### src/rtl/cpu_pkg.sv
// Shared types and constants for the multicycle CPU datapath blocks.
package cpu_pkg;

    localparam int MD_WIDTH = 32;

    typedef enum logic [1:0] {
        IDLE = 2'd0,
        MULT = 2'd1,
        DIV  = 2'd2,
        DONE = 2'd3
    } md_state_t;

endpackage

### src/rtl/div_step.sv
// One restoring-division iteration on unsigned magnitudes.
// The incoming remainder is always below the divisor, so it fits in WIDTH bits;
// only the shifted partial remainder needs the extra bit.
module div_step #(
    parameter int WIDTH = 32
) (
    input  logic [WIDTH-1:0] rem_in,
    input  logic [WIDTH-1:0] quo_in,
    input  logic [WIDTH-1:0] divisor,
    output logic [WIDTH-1:0] rem_out,
    output logic [WIDTH-1:0] quo_out
);

    logic [WIDTH:0]   shifted;
    logic [WIDTH-1:0] diff;
    logic             fits;

    // Shift next dividend bit in, trial subtract, keep result if it did not go negative
    always_comb begin
        shifted = {rem_in, quo_in[WIDTH-1]};
        fits    = (shifted >= {1'b0, divisor});
        // Exact when fits: the true difference is below divisor < 2^WIDTH
        diff    = shifted[WIDTH-1:0] - divisor;
        rem_out = fits ? diff : shifted[WIDTH-1:0];
        quo_out = {quo_in[WIDTH-2:0], fits};
    end

endmodule

### src/rtl/mult_div.sv
// Iterative signed multiply (radix-2 Booth) / divide (restoring, sign fixup)
// producing HI/LO for mfhi/mflo and a div-by-zero pulse for exceptions.
// The acc/mq/mcand registers are shared: Booth uses {acc, mq, q_1} with
// mcand as multiplicand; divide uses acc as remainder, mq as dividend/quotient
// and mcand as divisor magnitude.
module mult_div
    import cpu_pkg::*;
#(
    parameter int WIDTH = MD_WIDTH
) (
    input  logic             clock,
    input  logic             reset,
    input  logic             mult_start,
    input  logic             div_start,
    input  logic [WIDTH-1:0] a_in,
    input  logic [WIDTH-1:0] b_in,
    output logic [WIDTH-1:0] hi_out,
    output logic [WIDTH-1:0] lo_out,
    output logic             busy,
    output logic             done,
    output logic             div_zero
);

    localparam int CW = $clog2(WIDTH) + 1;

    md_state_t        state, state_nx;
    logic [CW-1:0]    cnt;
    logic [WIDTH:0]   acc;      // one guard bit so Booth add/sub never overflows
    logic [WIDTH:0]   mcand;
    logic [WIDTH-1:0] mq;
    logic             q_1;
    logic             neg_q, neg_r, dz_q;
    logic             last;
    logic             b_zero;

    logic [WIDTH:0]   booth_sum;
    logic [WIDTH:0]   booth_acc;
    logic [WIDTH-1:0] booth_mq;
    logic [WIDTH-1:0] rem_nx, quo_nx;
    logic [WIDTH-1:0] a_mag, b_mag;

    assign last   = (cnt == CW'(WIDTH - 1));
    assign b_zero = (b_in == '0);
    assign a_mag  = a_in[WIDTH-1] ? (~a_in + 1'b1) : a_in;
    assign b_mag  = b_in[WIDTH-1] ? (~b_in + 1'b1) : b_in;

    assign busy     = (state == MULT) || (state == DIV);
    assign done     = (state == DONE);
    assign div_zero = (state == DONE) && dz_q;

    // Booth step: add/sub multiplicand per {q0, q-1}, then arithmetic shift right
    always_comb begin
        booth_sum = acc;
        case ({mq[0], q_1})
            2'b01:   booth_sum = acc + mcand;
            2'b10:   booth_sum = acc - mcand;
            default: booth_sum = acc;
        endcase
        booth_acc = {booth_sum[WIDTH], booth_sum[WIDTH:1]};
        booth_mq  = {booth_sum[0], mq[WIDTH-1:1]};
    end

    div_step #(.WIDTH(WIDTH)) u_div_step (
        .rem_in  (acc[WIDTH-1:0]),
        .quo_in  (mq),
        .divisor (mcand[WIDTH-1:0]),
        .rem_out (rem_nx),
        .quo_out (quo_nx)
    );

    // State register
    always_ff @(posedge clock) begin
        if (reset) state <= IDLE;
        else       state <= state_nx;
    end

    // Next-state: multiply wins over divide; starts outside IDLE are ignored
    always_comb begin
        state_nx = state;
        case (state)
            IDLE: begin
                if (mult_start)     state_nx = MULT;
                else if (div_start) state_nx = b_zero ? DONE : DIV;
            end
            MULT:    if (last) state_nx = DONE;
            DIV:     if (last) state_nx = DONE;
            DONE:    state_nx = IDLE;
            default: state_nx = IDLE;
        endcase
    end

    // Datapath: operand latch, per-cycle iteration, HI/LO write on completion
    always_ff @(posedge clock) begin
        if (reset) begin
            cnt    <= '0;
            acc    <= '0;
            mcand  <= '0;
            mq     <= '0;
            q_1    <= 1'b0;
            neg_q  <= 1'b0;
            neg_r  <= 1'b0;
            dz_q   <= 1'b0;
            hi_out <= '0;
            lo_out <= '0;
        end else begin
            dz_q <= 1'b0;
            case (state)
                IDLE: begin
                    cnt <= '0;
                    acc <= '0;
                    q_1 <= 1'b0;
                    if (mult_start) begin
                        mcand <= {a_in[WIDTH-1], a_in};
                        mq    <= b_in;
                    end else if (div_start) begin
                        dz_q  <= b_zero;
                        mcand <= {1'b0, b_mag};
                        mq    <= a_mag;
                        neg_q <= a_in[WIDTH-1] ^ b_in[WIDTH-1];
                        neg_r <= a_in[WIDTH-1];
                    end
                end
                MULT: begin
                    cnt <= cnt + 1'b1;
                    acc <= booth_acc;
                    mq  <= booth_mq;
                    q_1 <= mq[0];
                    if (last) begin
                        hi_out <= booth_acc[WIDTH-1:0];
                        lo_out <= booth_mq;
                    end
                end
                DIV: begin
                    cnt <= cnt + 1'b1;
                    acc <= {1'b0, rem_nx};
                    mq  <= quo_nx;
                    // Quotient truncates toward zero; remainder follows dividend sign
                    if (last) begin
                        lo_out <= neg_q ? (~quo_nx + 1'b1) : quo_nx;
                        hi_out <= neg_r ? (~rem_nx + 1'b1) : rem_nx;
                    end
                end
                default: ;
            endcase
        end
    end

endmodule

### config.mk
export PLATFORM = sky130hd
export DESIGN_NAME = mult_div
export DESIGN_NICKNAME = d
export VERILOG_FILES = /design/src/rtl/cpu_pkg.sv /design/src/rtl/div_step.sv /design/src/rtl/mult_div.sv
export SDC_FILE = /design/constraint.sdc
export NUM_CORES = 1
export LEC_CHECK = 0
export ABC_AREA = 1
export CAP_MARGIN = 20
export CORE_ASPECT_RATIO = 2
export CORE_MARGIN = 10
export CORE_UTILIZATION = 25
export DETAILED_ROUTE_END_ITERATION = 6
export PLACE_DENSITY = 0.48
export SLEW_MARGIN = 25
export SYNTH_ARGS = -nofsm -noshare
export SYNTH_HDL_FRONTEND = slang
export SYNTH_SLANG_ARGS = --single-unit
### constraint.sdc
create_clock -name clock -period 5.06 [get_ports clock]
set_input_delay 1.265 -clock clock [delete_from_list [all_inputs] [get_ports clock]]
set_output_delay 1.265 -clock clock [all_outputs]
set_load 0.03 [all_outputs]
---- After elaboration in Yosys (flattened, before gate mapping) ----
Index checks and enable logic that the tools add are counted.
cells by class
  add/subtract/negate cells ............... 8
  order comparisons ....................... 1
  eq/ne operators ......................... 10
  muxes and demuxes ....................... 25
  bitwise logic cells ..................... 8
  reductions and logical operators ........ 16
operators with widths
  kind                                                                    number
  32-bit two-way mux                                                      11
  32-bit by 1-bit adder with 32-bit output (second input constant)        4
  32-bit NOT                                                              4
  32-bit one-hot mux with 2 select lines                                  2
  33-bit one-hot mux with 3 select lines                                  1
  32-bit one-hot mux with 3 select lines                                  1
  33-bit two-way mux                                                      2
  33-bit one-hot mux with 2 select lines                                  1
  33-bit adder                                                            1
  33-bit by 32-bit >= comparator with 1-bit output                        1
  33-bit subtractor                                                       1
  32-bit logical NOT                                                      1
  32-bit subtractor                                                       1
  6-bit one-hot mux with 2 select lines                                   1
  2-bit nonzero test                                                      4
  6-bit by 1-bit adder with 6-bit output (second input constant)          1
  2-bit equality test (second input constant)                             3
  6-bit by 5-bit equality test with 1-bit output (second input constant)  1
  2-bit two-way mux                                                       3
  2-bit one-hot mux with 3 select lines                                   1
  2-bit AND reduction                                                     3
  3-bit AND reduction                                                     2
  2-bit by 1-bit equality test with 1-bit output (second input constant)  2
  2-bit inequality test (second input constant)                           2
  12 further kinds                                                        14
word-level totals
  register bits ........................... 174
  input bits .............................. 68
  output and inout bits ................... 67
  logic and storage cells ................. 79

---- Depth between registers and ports, before layout ----
Gate-level depths: netlist of run 1.
  depth after elaboration ................. 7
  depth in mapped cells ................... 33
  gate-level depth less buffers ........... 33

---- Modules after synthesis ----
From an unflattened synthesis of run 1, not the netlist that was laid out.
unflattened totals
  cell total of the unflattened synthesis .. 3366
  area total of the unflattened synthesis .. 18794.3 um2
modules (own cells, without submodules)
  module    times used  cells each  area each (um2)  sequential area each (um2)
  mult_div  1           2687        15393.5          3483.3
  div_step  1           679         3400.8           0.0

---- Least setup slack after synthesis of run 1 ----
OpenSTA, ideal clock, no wires.
  kind .................................... reg-to-reg
  from .................................... register mcand[1]
  to ...................................... register hi_out[31]
  library setup time ...................... 132 ps
  arrival ................................. 3918 ps
  data required time ...................... 4928 ps
  slack ................................... 1009 ps
  cell stages (with the launch flop) ...... 34
  path buffers ............................ 0
  period minus slack after synthesis ...... 4051 ps
  cells stage by stage .................... dfxtp_1 > inv_1 > ha_1 > nand3_1 > nor2_1 > nand2_1 > nor3_1 > inv_1 > nor3_1 > nand2_1 > nor3b_1 > nand3_1 > inv_1 > nand2_1 > inv_1 > a21oi_1 > a21oi_1 > nand2_1 > xor2_1 > ha_1 > inv_1 > nor3_1 > nand2_1 > nor4_1 > nand2_1 > o211ai_1 > or2_2 > nand3_1 > nand2_1 > nand3_1 > nand2_1 > inv_1 > nand2_1 > a21oi_1
between the ends
  word-level cells in the longest chain between the ends .. 7
  elaborated cells between the ends (all ways) .. 12
  classes of those cells .................. 4 x add/sub; 1 x order compare; 6 x mux; 1 x bitwise
RTL lines
  what                                                                                   RTL line                        text
  start: declaration                                                                     mult_div.sv:29                  logic [WIDTH:0] mcand;
  start signal: assignment                                                               mult_div.sv:113                 mcand <= {a_in[WIDTH-1], a_in};
  start signal: assignment                                                               mult_div.sv:117                 mcand <= {1'b0, b_mag};
  32-bit subtractor or 33-bit by 32-bit >= comparator with 1-bit output (tied branches)  div_step.sv:23, div_step.sv:21
  32-bit two-way mux                                                                     div_step.sv:24                  rem_out = fits ? diff : shifted[WIDTH-1:0];
  32-bit NOT                                                                             mult_div.sv:140                 hi_out <= neg_r ? (~rem_nx + 1'b1) : rem_nx;
  32-bit by 1-bit adder with 32-bit output                                               mult_div.sv:140
  32-bit two-way mux                                                                     mult_div.sv:140
  32-bit two-way mux                                                                     mult_div.sv:138                 if (last) begin
  32-bit one-hot mux with 2 select lines (*)                                             mult_div.sv:107                 case (state)
  end signal: assignment                                                                 mult_div.sv:129                 hi_out <= booth_acc[WIDTH-1:0];
  end signal: assignment                                                                 mult_div.sv:140
  end: declaration                                                                       mult_div.sv:17                  output logic [WIDTH-1:0] hi_out,
Mark *: on every way between the ends. The rest lies on a longest branch, timed or not. The select of a mux whose other input is x is not followed.
A chain may end at the register's enable or synchronous reset.

---- Worst setup path after layout of run 1 ----
  from .................................... register mcand[1]
  to ...................................... register hi_out[26]
The elaborated chain is that of the path after synthesis.

==> results of run 1 <==
==> cell type report <==
type	count	area (um2)
Antenna cell	1	2.50
Clock inverter	15	210
Sequential cell	174	3480
Fill cell	7897	48100
Multi-Input combinational cell	2271	12000
Clock buffer	17	425
Timing Repair Buffer	239	2170
Tap cell	897	1120
Inverter	379	1420
==> per-layer routing <==
layer  routed length (um)  GRT usage  up-vias
met5                   27          0        -
met2                50600      0.429      682
li1                     -          -    10065
met1                30500      0.209     9796
met3                 3480     0.0243      291
met4                11000      0.239        4
==> worst min path at each step <==
| stage | cells past startpoint | start | slack, ns | end |
|---|---|---|---|---|
| global placement | 2 | hi_out[15] | 0.45 | hi_out[15] |
| floorplan | 2 | mcand[26] | 0.45 | mcand[26] |
| finish | 2 | hi_out[3] | 0.47 | hi_out[3] |
| global route | 2 | hi_out[3] | 0.49 | hi_out[3] |
| detailed placement | 2 | hi_out[3] | 0.46 | hi_out[3] |
| CTS | 2 | hi_out[3] | 0.47 | hi_out[3] |
==> cell families (layout without fill, tap and decap cells) <==
kind of cell,after synthesis,after routing,share of synthesized area
adder cells (fa/ha/maj),78,78,0.0569
flip-flops,174,174,0.200
AND/OR/NAND/NOR,1454,1454,0.365
XOR/XNOR,80,80,0.0403
AO/OA/AOI/OAI,659,659,0.223
buffers and inverters,509,650,0.115
other,0,1,0
==> sequential cells by signal, indices dropped and copies added (netlist names), 2 cells and up <==
| register | flops |
|---|---|
| acc | 33 |
| mcand | 33 |
| cnt | 6 |
| state | 2 |
| mq | 32 |
| hi_out | 32 |
| lo_out | 32 |
==> worst reg2reg max path: cells and delay by family (launching register included) <==
| family | cells | cell delay [ns] |
|---|---|---|
| XOR/XNOR | 1 | 0.17 |
| AND/OR/NAND/NOR | 15 | 2.17 |
| flip-flops | 1 | 0.32 |
| buffers and inverters | 4 | 0.32 |
| AO/OA/AOI/OAI | 6 | 1.02 |
| adder cells (fa/ha/maj) | 2 | 0.49 |
==> cell usage in the layout, fill, tap and decap left out, types with 14 or more instances in the layout <==
cell | Yosys | routed
sky130_fd_sc_hd__o21ai_0 | 189 | 188
sky130_fd_sc_hd__inv_2 | 11 | 14
sky130_fd_sc_hd__inv_1 | 362 | 360
sky130_fd_sc_hd__nand3_1 | 190 | 190
sky130_fd_sc_hd__nand4_1 | 41 | 41
sky130_fd_sc_hd__nand2_1 | 799 | 799
sky130_fd_sc_hd__o21bai_1 | 19 | 19
sky130_fd_sc_hd__a22oi_1 | 14 | 14
sky130_fd_sc_hd__buf_4 | 0 | 103
sky130_fd_sc_hd__nor3_1 | 57 | 55
sky130_fd_sc_hd__clkbuf_16 | 0 | 17
sky130_fd_sc_hd__nor2_1 | 237 | 237
sky130_fd_sc_hd__nor2_2 | 17 | 17
sky130_fd_sc_hd__or2_2 | 23 | 23
sky130_fd_sc_hd__clkdlybuf4s50_1 | 0 | 133
sky130_fd_sc_hd__ha_1 | 76 | 75
sky130_fd_sc_hd__xor2_1 | 69 | 69
sky130_fd_sc_hd__o211ai_1 | 33 | 33
sky130_fd_sc_hd__a21oi_1 | 255 | 252
sky130_fd_sc_hd__nand3_2 | 16 | 16
sky130_fd_sc_hd__o221ai_1 | 33 | 33
sky130_fd_sc_hd__dfxtp_1 | 174 | 174
sky130_fd_sc_hd__a31oi_1 | 30 | 30
sky130_fd_sc_hd__a221oi_1 | 26 | 26
sky130_fd_sc_hd__nand2_2 | 29 | 29
==> report_power, final <==
part | switching, mW | total [mW] | internal [mW]
Combinational | 4.59 | 6.48 | 1.89
Sequential | 0.256 | 1.81 | 1.55
Clock | 0.731 | 1.50 | 0.766
Total | 5.58 | 9.79 | 4.21
==> qor.txt, run 1 <==
POWER AND IR DROP
--------------------------------------------------------------------------------------
Standby leakage power                                                          9.53 nW
Worst vdd rail ir drop                                                        0.246 mV
Sum of internal, switching and leakage power                                   9.79 mW
Total power per unit cell area                                              470 nW/um2

YOSYS
--------------------------------------------------------------------------------------
Avg Inst Size Synth                                                           5.89 um2
Synthesized netlist net count                                                    3,100
Area of the mapped netlist                                                  17,400 um2
Synthesized netlist cell count                                                   2,954
Top-count cell post-synth                                                 sky130_fd_sc_hd__nand2_1
Number of synthesized flops with an enable pin                                       0
Register bit total from synthesis                                                  174
Top flip-flop cell by instance count after synthesis                      sky130_fd_sc_hd__dfxtp_1
Most area-hungry cell type in the Yosys netlist                           sky130_fd_sc_hd__dfxtp_1
Dominant cells by area after synthesis                                    sky130_fd_sc_hd__dfxtp_1 (20%), sky130_fd_sc_hd__nand2_1 (17%), sky130_fd_sc_hd__inv_1 (7.8%)
Seq/Total Area, Yosys                                                            0.200
Number of warnings reported in the yosys synthesis log                               0
Async set or reset register ratio after synthesis                                    0
Top post-synthesis cells by count                                         sky130_fd_sc_hd__nand2_1 (799), sky130_fd_sc_hd__inv_1 (362), sky130_fd_sc_hd__a21oi_1 (255), sky130_fd_sc_hd__nor2_1 (237), sky130_fd_sc_hd__nand3_1 (190)
Post-synth top area share                                                        0.200
Count of unique library cells instantiated by Yosys                                 54

ROUTING
--------------------------------------------------------------------------------------
Via total after detailed routing                                                20,838
DRT iter0 DRCs                                                                   1,421
Detailed-route wire length per cell                                            23.9 um
Router iterations before antenna repair                                              6
Final routed DRC violation total                                                     0
Post-DR vias/cell                                                                 5.22
Total length of routed wires                                                   95.6 mm
DRT antenna net count                                                                0

CLOCKING
--------------------------------------------------------------------------------------
Clk Latency, worst-skew pair                                                   0.48 ns
Postcts setup bufs                                                                   0
Count of hold buffers inserted by post-cts repair                                    0
CTS H-tree depth                                                                     4
CTS tree                                                                          done
Root cell of the clock tree                                               sky130_fd_sc_hd__clkbuf_16
Clock sink count                                                                   174
Clock Pin Slew Worst Setup and Hold Paths                                      0.08 ns
TritonCTS Buffers                                                                   17
Maximum buffer depth of the clock tree                                               2
Resized Gates After CTS                                                              0

RUN
--------------------------------------------------------------------------------------
MaxCap Viol Count                                                                    0

STA
--------------------------------------------------------------------------------------
Worst path setup slack after routing                                          0.460 ns
Min cycle time layout                                                          4.60 ns
Post-route setup TNS                                                              0 ns
Share of the clock period used by the worst path after layout                    0.909
Max Clk Rate                                                                   217 MHz
Slew HR                                                                          0.353
Final Slew Violations                                                                0
Transition time at the pin with the least slew margin                         0.970 ns
Fin. Hold Viols                                                                      0
Worst Hold Slack                                                              0.466 ns
Finish-stage setup viols                                                             0
Setup skew after layout                                                      0.0208 ns

CELLS AND AREA
--------------------------------------------------------------------------------------
Layout cell share with drive strength beyond 1                                  0.0882
Final std cells w/o fill                                                         3,993
Final std cell area, no fill                                                20,800 um2
Net count, final                                                                 3,228
Final core utilization                                                           0.302
Synthesis-to-finish area growth                                                  19.6%

WORST SETUP PATH
--------------------------------------------------------------------------------------
Family of cells with the greatest summed delay on the critical path       simple AND/OR/NAND/NOR gates
R2R setup slack                                                                0.46 ns
Worst setup path class                                                    flip-flop to flip-flop
Capture point of the worst reg-to-reg path                                  hi_out[26]
Launch point of the worst reg-to-reg path                                     mcand[1]
Biggest fanout along the worst timing path                                           5
Sort of element at the end of the critical path                              flip-flop
Library cell contributing the largest single delay on the critical path   sky130_fd_sc_hd__dfxtp_1
Number of cells on the critical path                                                28
Cell seen most often among critical-path stages                           sky130_fd_sc_hd__nand2_1
Endpoint required time on the critical path                                    5.41 ns
Crit-path max cell delay                                                       0.32 ns
Count of buffering cells on the critical path with inverters included                4
First element of the critical path                                            mcand[1]
Logic depth of the worst register-to-register path                                  28
Crit start category                                                          flip-flop
WP data arrival                                                                4.95 ns
Last element of the critical path                                           hi_out[26]

GLOBAL ROUTE
--------------------------------------------------------------------------------------
Tot GR Track Use                                                                 0.232
Total grt overflow                                                                   0
Via count of the first global-routing pass                                      20,529
Initial antenna violation count                                                      4
Pin count of the biggest net entering global routing                                87
Global-route wire length before repair                                          137 mm

PLACED DESIGN
--------------------------------------------------------------------------------------
GP Congestion                                                                    0.996
Post-detail-place hpwl                                                         76.5 mm
Dpl cell area                                                               20,100 um2
Count of input and output buffers                                                  134
Total instance count after detailed placement                                    3,959
Worst-case setup slack after placement                                        0.118 ns

FLOORPLAN
--------------------------------------------------------------------------------------
Die area                                                                    81,200 um2
Row count                                                                          136
Top-level I/O count                                                                135
Starting density of the core                                                     0.253
Horizontal extent of the die                                                    207 um
Vertical extent of the die                                                      393 um
Area of the placeable core                                                  68,900 um2

MIN PATH
--------------------------------------------------------------------------------------
Type of the tightest min-delay check                                      flip-flop to flip-flop

RUN STATUS
--------------------------------------------------------------------------------------
Run status                                                                finished clean

Note: power is estimated with default switching activity, not from simulation.
==> inputs of run 2 (changes only) <==
Settings changed: HOLD_SLACK_MARGIN set to 0.06.
==> results of run 2 <==
Same layout as run 1: the final DEF is identical, and so are final timing and power.
==> inputs of run 3 (changes only) <==
Settings changed: CAP_MARGIN 20 to 25.
==> results of run 3 <==
Same layout as run 1: the final DEF is identical, and so are final timing and power.
